$ cat src/rtl/intersection_phase_scheduler.sv
// intersection_phase_scheduler: actuated two-approach NS/EW phase sequencer with yellow and all-red clearance.
// Optional pedestrian walk phase is built when TRAFFIC_PED_WALK_EN is defined.
module intersection_phase_scheduler #(
    parameter int GREEN_MIN   = 4,
    parameter int GREEN_MAX   = 10,
    parameter int YELLOW_TIME = 3,
    parameter int ALLRED_TIME = 2,
    parameter int WALK_TIME   = 5,
    parameter int CNT_W       = 8
) (
    input  logic       clk,
    input  logic       rst,
    input  logic       ns_req,
    input  logic       ew_req,
    input  logic       ped_req,
    output logic       ns_red,
    output logic       ns_yellow,
    output logic       ns_green,
    output logic       ew_red,
    output logic       ew_yellow,
    output logic       ew_green,
    output logic       walk,
    output logic [2:0] phase
);
    typedef enum logic [2:0] {
        NS_GREEN  = 3'd0,
        NS_YELLOW = 3'd1,
        ALLRED_A  = 3'd2,
        EW_GREEN  = 3'd3,
        EW_YELLOW = 3'd4,
        ALLRED_B  = 3'd5,
        PED_WALK  = 3'd6
    } state_t;

    localparam logic [CNT_W-1:0] G_MIN  = CNT_W'(GREEN_MIN - 1);
    localparam logic [CNT_W-1:0] G_MAX  = CNT_W'(GREEN_MAX - 1);
    localparam logic [CNT_W-1:0] Y_END  = CNT_W'(YELLOW_TIME - 1);
    localparam logic [CNT_W-1:0] AR_END = CNT_W'(ALLRED_TIME - 1);
    localparam logic [CNT_W-1:0] W_END  = CNT_W'(WALK_TIME - 1);

    state_t           state, next;
    logic [CNT_W-1:0] timer;
    logic             ns_pend, ew_pend, go_ped, enter;

    assign enter = next != state;

`ifdef TRAFFIC_PED_WALK_EN
    // prev_dir remembers which green the walk interrupted: 1 = EW follows, 0 = NS follows
    logic ped_pend, prev_dir;
    assign go_ped = ped_pend;
    always_ff @(posedge clk or negedge rst) begin
        if (!rst) begin
            ped_pend <= 1'b0;
            prev_dir <= 1'b0;
            walk     <= 1'b0;
        end else begin
            ped_pend <= (enter && next == PED_WALK) ? 1'b0 : ped_pend | ped_req;
            if (enter && next == PED_WALK) prev_dir <= state == ALLRED_A;
            walk <= next == PED_WALK;
        end
    end
`else
    logic unused_ped;
    assign go_ped     = 1'b0;
    assign walk       = 1'b0;
    assign unused_ped = ^{ped_req, W_END};
`endif

    always_comb begin
        next = state;
        case (state)
            NS_GREEN:  if ((timer >= G_MIN && ew_pend) || timer == G_MAX) next = NS_YELLOW;
            NS_YELLOW: if (timer == Y_END) next = ALLRED_A;
            ALLRED_A:  if (timer == AR_END) next = go_ped ? PED_WALK : EW_GREEN;
            EW_GREEN:  if ((timer >= G_MIN && ns_pend) || timer == G_MAX) next = EW_YELLOW;
            EW_YELLOW: if (timer == Y_END) next = ALLRED_B;
            ALLRED_B:  if (timer == AR_END) next = go_ped ? PED_WALK : NS_GREEN;
`ifdef TRAFFIC_PED_WALK_EN
            PED_WALK:  if (timer == W_END) next = prev_dir ? EW_GREEN : NS_GREEN;
`endif
            default:   next = ALLRED_B;
        endcase
    end

    // lamps and phase are registered from next so they all move on the same edge
    always_ff @(posedge clk or negedge rst) begin
        if (!rst) begin
            state     <= ALLRED_B;
            timer     <= '0;
            ns_pend   <= 1'b0;
            ew_pend   <= 1'b0;
            ns_red    <= 1'b1;
            ns_yellow <= 1'b0;
            ns_green  <= 1'b0;
            ew_red    <= 1'b1;
            ew_yellow <= 1'b0;
            ew_green  <= 1'b0;
            phase     <= 3'd5;
        end else begin
            state     <= next;
            timer     <= enter ? '0 : timer + {{(CNT_W-1){1'b0}}, ~&timer};
            ns_pend   <= (enter && next == NS_GREEN) ? 1'b0 : ns_pend | ns_req;
            ew_pend   <= (enter && next == EW_GREEN) ? 1'b0 : ew_pend | ew_req;
            ns_green  <= next == NS_GREEN;
            ns_yellow <= next == NS_YELLOW;
            ns_red    <= next != NS_GREEN && next != NS_YELLOW;
            ew_green  <= next == EW_GREEN;
            ew_yellow <= next == EW_YELLOW;
            ew_red    <= next != EW_GREEN && next != EW_YELLOW;
            phase     <= next;
        end
    end
endmodule
$ cat config.mk
export PLATFORM = sky130hd
export DESIGN_NAME = intersection_phase_scheduler
export DESIGN_NICKNAME = d
export VERILOG_FILES = /design/src/rtl/intersection_phase_scheduler.sv
export SDC_FILE = /design/constraint.sdc
export NUM_CORES = 1
export LEC_CHECK = 0
export CELL_PAD_IN_SITES_DETAIL_PLACEMENT = 1
export CELL_PAD_IN_SITES_GLOBAL_PLACEMENT = 1
export CORE_AREA = 2 2 54 56
export DETAILED_ROUTE_END_ITERATION = 12
export DIE_AREA = 0 0 56 58
export PLACE_DENSITY_LB_ADDON = 0.1
export SETUP_SLACK_MARGIN = 0.2
export SLEW_MARGIN = 20
export SYNTH_ARGS = -nofsm -noshare
export SYNTH_HDL_FRONTEND = slang
export SYNTH_SLANG_ARGS = --single-unit
export TNS_END_PERCENT = 20
$ cat constraint.sdc
create_clock -name clk -period 2.8 [get_ports clk]
set_clock_uncertainty 0.05 [all_clocks]
set_input_delay 0.56 -clock clk [delete_from_list [all_inputs] [get_ports clk]]
set_output_delay 0.56 -clock clk [all_outputs]
set_load 0.005 [all_outputs]
Word-level counts from Yosys, hierarchy flattened
Cells that the tools add are included.

operators by class
  eq/ne operators = 15
  shift operators = 0
  order comparisons = 1
  bitwise gates (word level) = 2
  reductions and logical operators = 13
  add/sub/neg operators = 1
  div/mod/pow operators = 0
  $mul = 0
  multiplexer cells = 10

operators with widths
  operator              number
  $mux W3               6
  $pmux W3 S6           1
  $eq A3 B2 Y1 const B  3
  $eq A3 B3 Y1 const B  3
  $add A8 B1 Y8         1
  $eq A8 B1 Y1 const B  1
  $eq A8 B2 Y1 const B  1
  $eq A8 B4 Y1 const B  1
  $ge A8 B2 Y1 const B  1
  $mux W8               1
  $reduce_and A8 Y1     1
  $eq A3 B1 Y1 const B  2
  $logic_and A1 B1 Y1   6
  $logic_not A3 Y1      2
  $ne A3 B1 Y1 const B  1
  $ne A3 B2 Y1 const B  1
  $ne A3 B3 Y1          1
  $ne A3 B3 Y1 const B  1
  $reduce_bool A3 Y1    1
  $logic_or A1 B1 Y1    2
  $mux W1               2
  $or A1 B1 Y1          2
  $logic_not A1 Y1      1

word-level totals
  word-level logic and storage cells = 52
  bits in registers = 19
  output and inout port bits = 10
  ROM bits = 0
  latch bits = 0
  memories kept = 0
  memory bits (writable) = 0
  input bits = 5

Longest topological paths before layout
  word-level depth = 8
  gate-level depth with buffers = 9
  mapped depth without buffers = 8

Worst setup path before layout
No wires, ideal clock.

  path kind = flip-flop to flip-flop
  start = register timer[3]
  end = register timer[2]
  clock period less this slack = 1985 ps
  cell stages (with the launch flop) = 7
  data required time = 2673 ps
  setup time = 77 ps
  path buffers = 1
  path slack = 815 ps
  data arrival time = 1858 ps
  cells stage by stage = dfrtp_1 -> buf_6 -> or4_4 -> nor3_4 -> o311ai_1 -> a221o_2 -> a21oi_1

on the way
  longest elaborated chain between the ends = 7
  elaborated cells between the ends (all ways) = 20
  classes of those cells = add/sub (1); order compare (1); eq/ne (4); mux (8); reduce/logical (6)

RTL lines
  element                                        line    RTL
  from (decl)                                    42      logic [CNT_W-1:0] timer;
  from (signal assigned)                         101     timer <= enter ? '0 : timer + {{(CNT_W-1){1'b0}}, ~&timer};
  $ge A8 B2 Y1                                   72, 75
  $logic_and A1 B1 Y1, on equally long branches  75, 72
  $logic_or A1 B1 Y1, on equally long branches   75, 72
  $mux W3, on equally long branches              75, 72
  $pmux W3 S6                                    71      case (state)
  $ne A3 B3 Y1                                   45      assign enter = next != state;
  $mux W8 *                                      101

Every way passes the cells marked *; elsewhere a longest branch is shown, timed or not.

Final worst setup path
  start = register timer[4]
  end = register timer[0]

Same word-level chain as after synthesis.

==> impl_metrics.ini <==
[status]
status = finished, final reports clean

[global_route]
antenna_found_initial = 0
first_global_vias = 868
grt_start_max_net_pins = 20
grtUsageTotal_pct = 16.6
grt_overflow = 0
grt_pass1_wl_mm = 4.10

[worst_hold_path]
hold_path.class = flop to flop
holdCritStartpoint = ns_pend
hold_end = ns_pend
hold_depth = 1

[power]
leakage_nw = 0.497
ir_drop_mv = 0.436
p_per_area_nw_per_um2 = 993

[timing]
fmax_mhz = 445
max_slew_margin_pct = 42.3
finalMaxSlewViolations = 0
finalHoldViolations = 0
rsz0062_at_grt = no
setup_viol = 0
min_period_over_period_pct = 80.2
worst_pin_slew_ns = 0.863
tns_ns = 0
finalCriticalPeriod_ns = 2.25
holdWs_ns = 0.520

[logic_synthesis]
synth.yosys.seq_area_share_pct = 46.8
synthCells = 101
syn_area_um2 = 1030
synth_edf_count = 0
synth_cell_types = 44
synth.avg_cell_area_um2 = 10.2
ys.flop_type = dfrtp_1
synth_seq_cells = 19
syn_nets = 108
synth-warning-count = 0
async_reset_ff_share_pct = 100

[drt]
wl_met1_mm = 1.12
drt_first_iter_violations = 7
avgViaCountPerCell = 5.78
wl_met3_um = 91
wl_met2_mm = 1.06
top_layer = met4
routedWlPerCell_um = 16.2
drc = 0
dr_total_vias = 832
dr.pass1.iters = 4
antenna_left = 0
drt-total-wl_mm = 2.34

[clock_tree]
ctsResizeCount = 0
cts-root-buf = clkbuf_4
cts_buffers = 3
cts.sinks = 19
insertion_delay_ns = 0.30
ctsLongestPathBuffers = 2
post_cts_buffers = 0
ctsHoldBuffers = 0
cts_tree = built
htreeDepth = 1
cts.clk_slew.worst_paths_ns = 0.11

[critical_path]
r2r-end = timer[0]
path_class = flop to flop
crit_path_start_kind = flop
reg2reg_from = timer[4]
critPathArrivalTime_ns = 2.39
crit_fanout = 8
r2r_cells = 5
ff2ff_setup_slack_ns = 0.55
end_kind = flop
cp.required_ns = 2.95

[layout]
drive_gt1_share_pct = 11.5
mostFrequentLayoutCells = dfrtp_1, a21oi_1, clkdlybuf4s50_1
area_growth_pct = 16.2
num-fill-cells = 316
nets = 121
diodes = 0
final_area_um2 = 1190
final_common_cell = dfrtp_1

[floorplan]
fp.dieArea_um2 = 3250
die_w_um = 56
die_h_um = 58
initial_utilization_pct = 38.6
core_area_um2 = 2660
io_pins = 15
fp-row-count = 19

[placement]
io_buffers = 12
dp_hpwl_mm = 1.72
dpl-instance-area_um2 = 1170
routabilityCongestion = 0.795

[job]
cap_violations = 0
==> cell usage after synthesis (2+ instances only) <==
library cell,instances,area share (%)
dfstp_2,4,10
dfrtp_1,15,37
a21boi_1,2,1.5
nor4bb_1,2,1.9
nand3_1,6,2.9
clkbuf_1,3,1.1
a31oi_1,3,1.8
nor3_1,2,0.97
inv_1,3,1.1
nor2_1,5,1.8
xor2_1,5,4.3
and3_1,2,1.2
and2_1,2,1.2
a21oi_1,12,5.8
ha_1,2,2.4
nor3b_1,2,1.5
o21ai_0,2,0.97
nand2_1,3,1.1
==> layout make-up <==
| cell class | instances | area [um2] | share of cell area [%] |
|---|---|---|---|
| Multi-Input combinational cell | 73 | 500 | 41.9 |
| Sequential cell | 19 | 480 | 40.3 |
| Timing Repair Buffer | 14 | 135 | 11.3 |
| Tap cell | 31 | 38.8 | 3.25 |
| Clock buffer | 3 | 22.5 | 1.89 |
| Inverter | 3 | 11.3 | 0.943 |
| Clock inverter | 1 | 5.00 | 0.419 |
==> power breakdown <==
part	total (mW)	internal (mW)	switching [mW]
Clock	0.142	0.0533	0.0888
Sequential	0.468	0.369	0.0988
Combinational	0.575	0.286	0.289
Total	1.19	0.708	0.477
==> worst max-delay path: stages (launching register included) <==
cell	delay [ns]
dfrtp_1	0.48
nor4b_1	0.59
a21oi_1	0.18
o311ai_1	0.41
a221o_2	0.34
a21boi_1	0.09
==> layer usage <==
layer | vias up | track usage [%]
li1 | 398 | -
met1 | 406 | 21.6
met2 | 21 | 26.7
met3 | 7 | 2.23
met4 | 0 | 9.18
met5 | - | 0
==> kinds of logic after synthesis <==
family	Yosys count	share of synthesized area [%]
flip-flops	19	46.8
buffers and inverters	9	4.51
other	1	0.365
XOR/XNOR	6	5.12
AND/OR/NAND/NOR	35	21.8
AO/OA/AOI/OAI	29	19.0
adder cells (fa/ha/maj)	2	2.44
==> through the flow <==
step	power (mW)	utilization [%]	std cells	worst slack (ns)
5_1_grt	1.29	44.8	144	0.304
3_5_place_dp	1.06	43.8	140	0.569
3_3_place_gp	1.04	43.8	140	0.618
2_1_floorplan	0.815	-	101	0.815
4_1_cts	1.20	44.8	144	0.568
6_report	1.19	44.8	144	0.555
==> flip-flops by register name, summed over array words and instances (netlist names) <==
| register | count |
|---|---|
| ns_red | 1 |
| ew_yellow | 1 |
| ew_green | 1 |
| ns_green | 1 |
| ew_red | 1 |
| ew_pend | 1 |
| ns_yellow | 1 |
| state | 3 |
| ns_pend | 1 |
| timer | 8 |
==> worst max path at each step <==
stage	startpoint	endpoint	slack [ns]	cells after the start
CTS	timer[4]	timer[0]	0.57	5
finish	timer[4]	timer[0]	0.55	5
detailed placement	timer[4]	timer[0]	0.57	5
global route	timer[0]	timer[0]	0.30	5
global placement	timer[3]	timer[0]	0.62	5
floorplan	timer[3]	timer[2]	0.81	6
No activity file was read; power rests on OpenSTA's default activity.
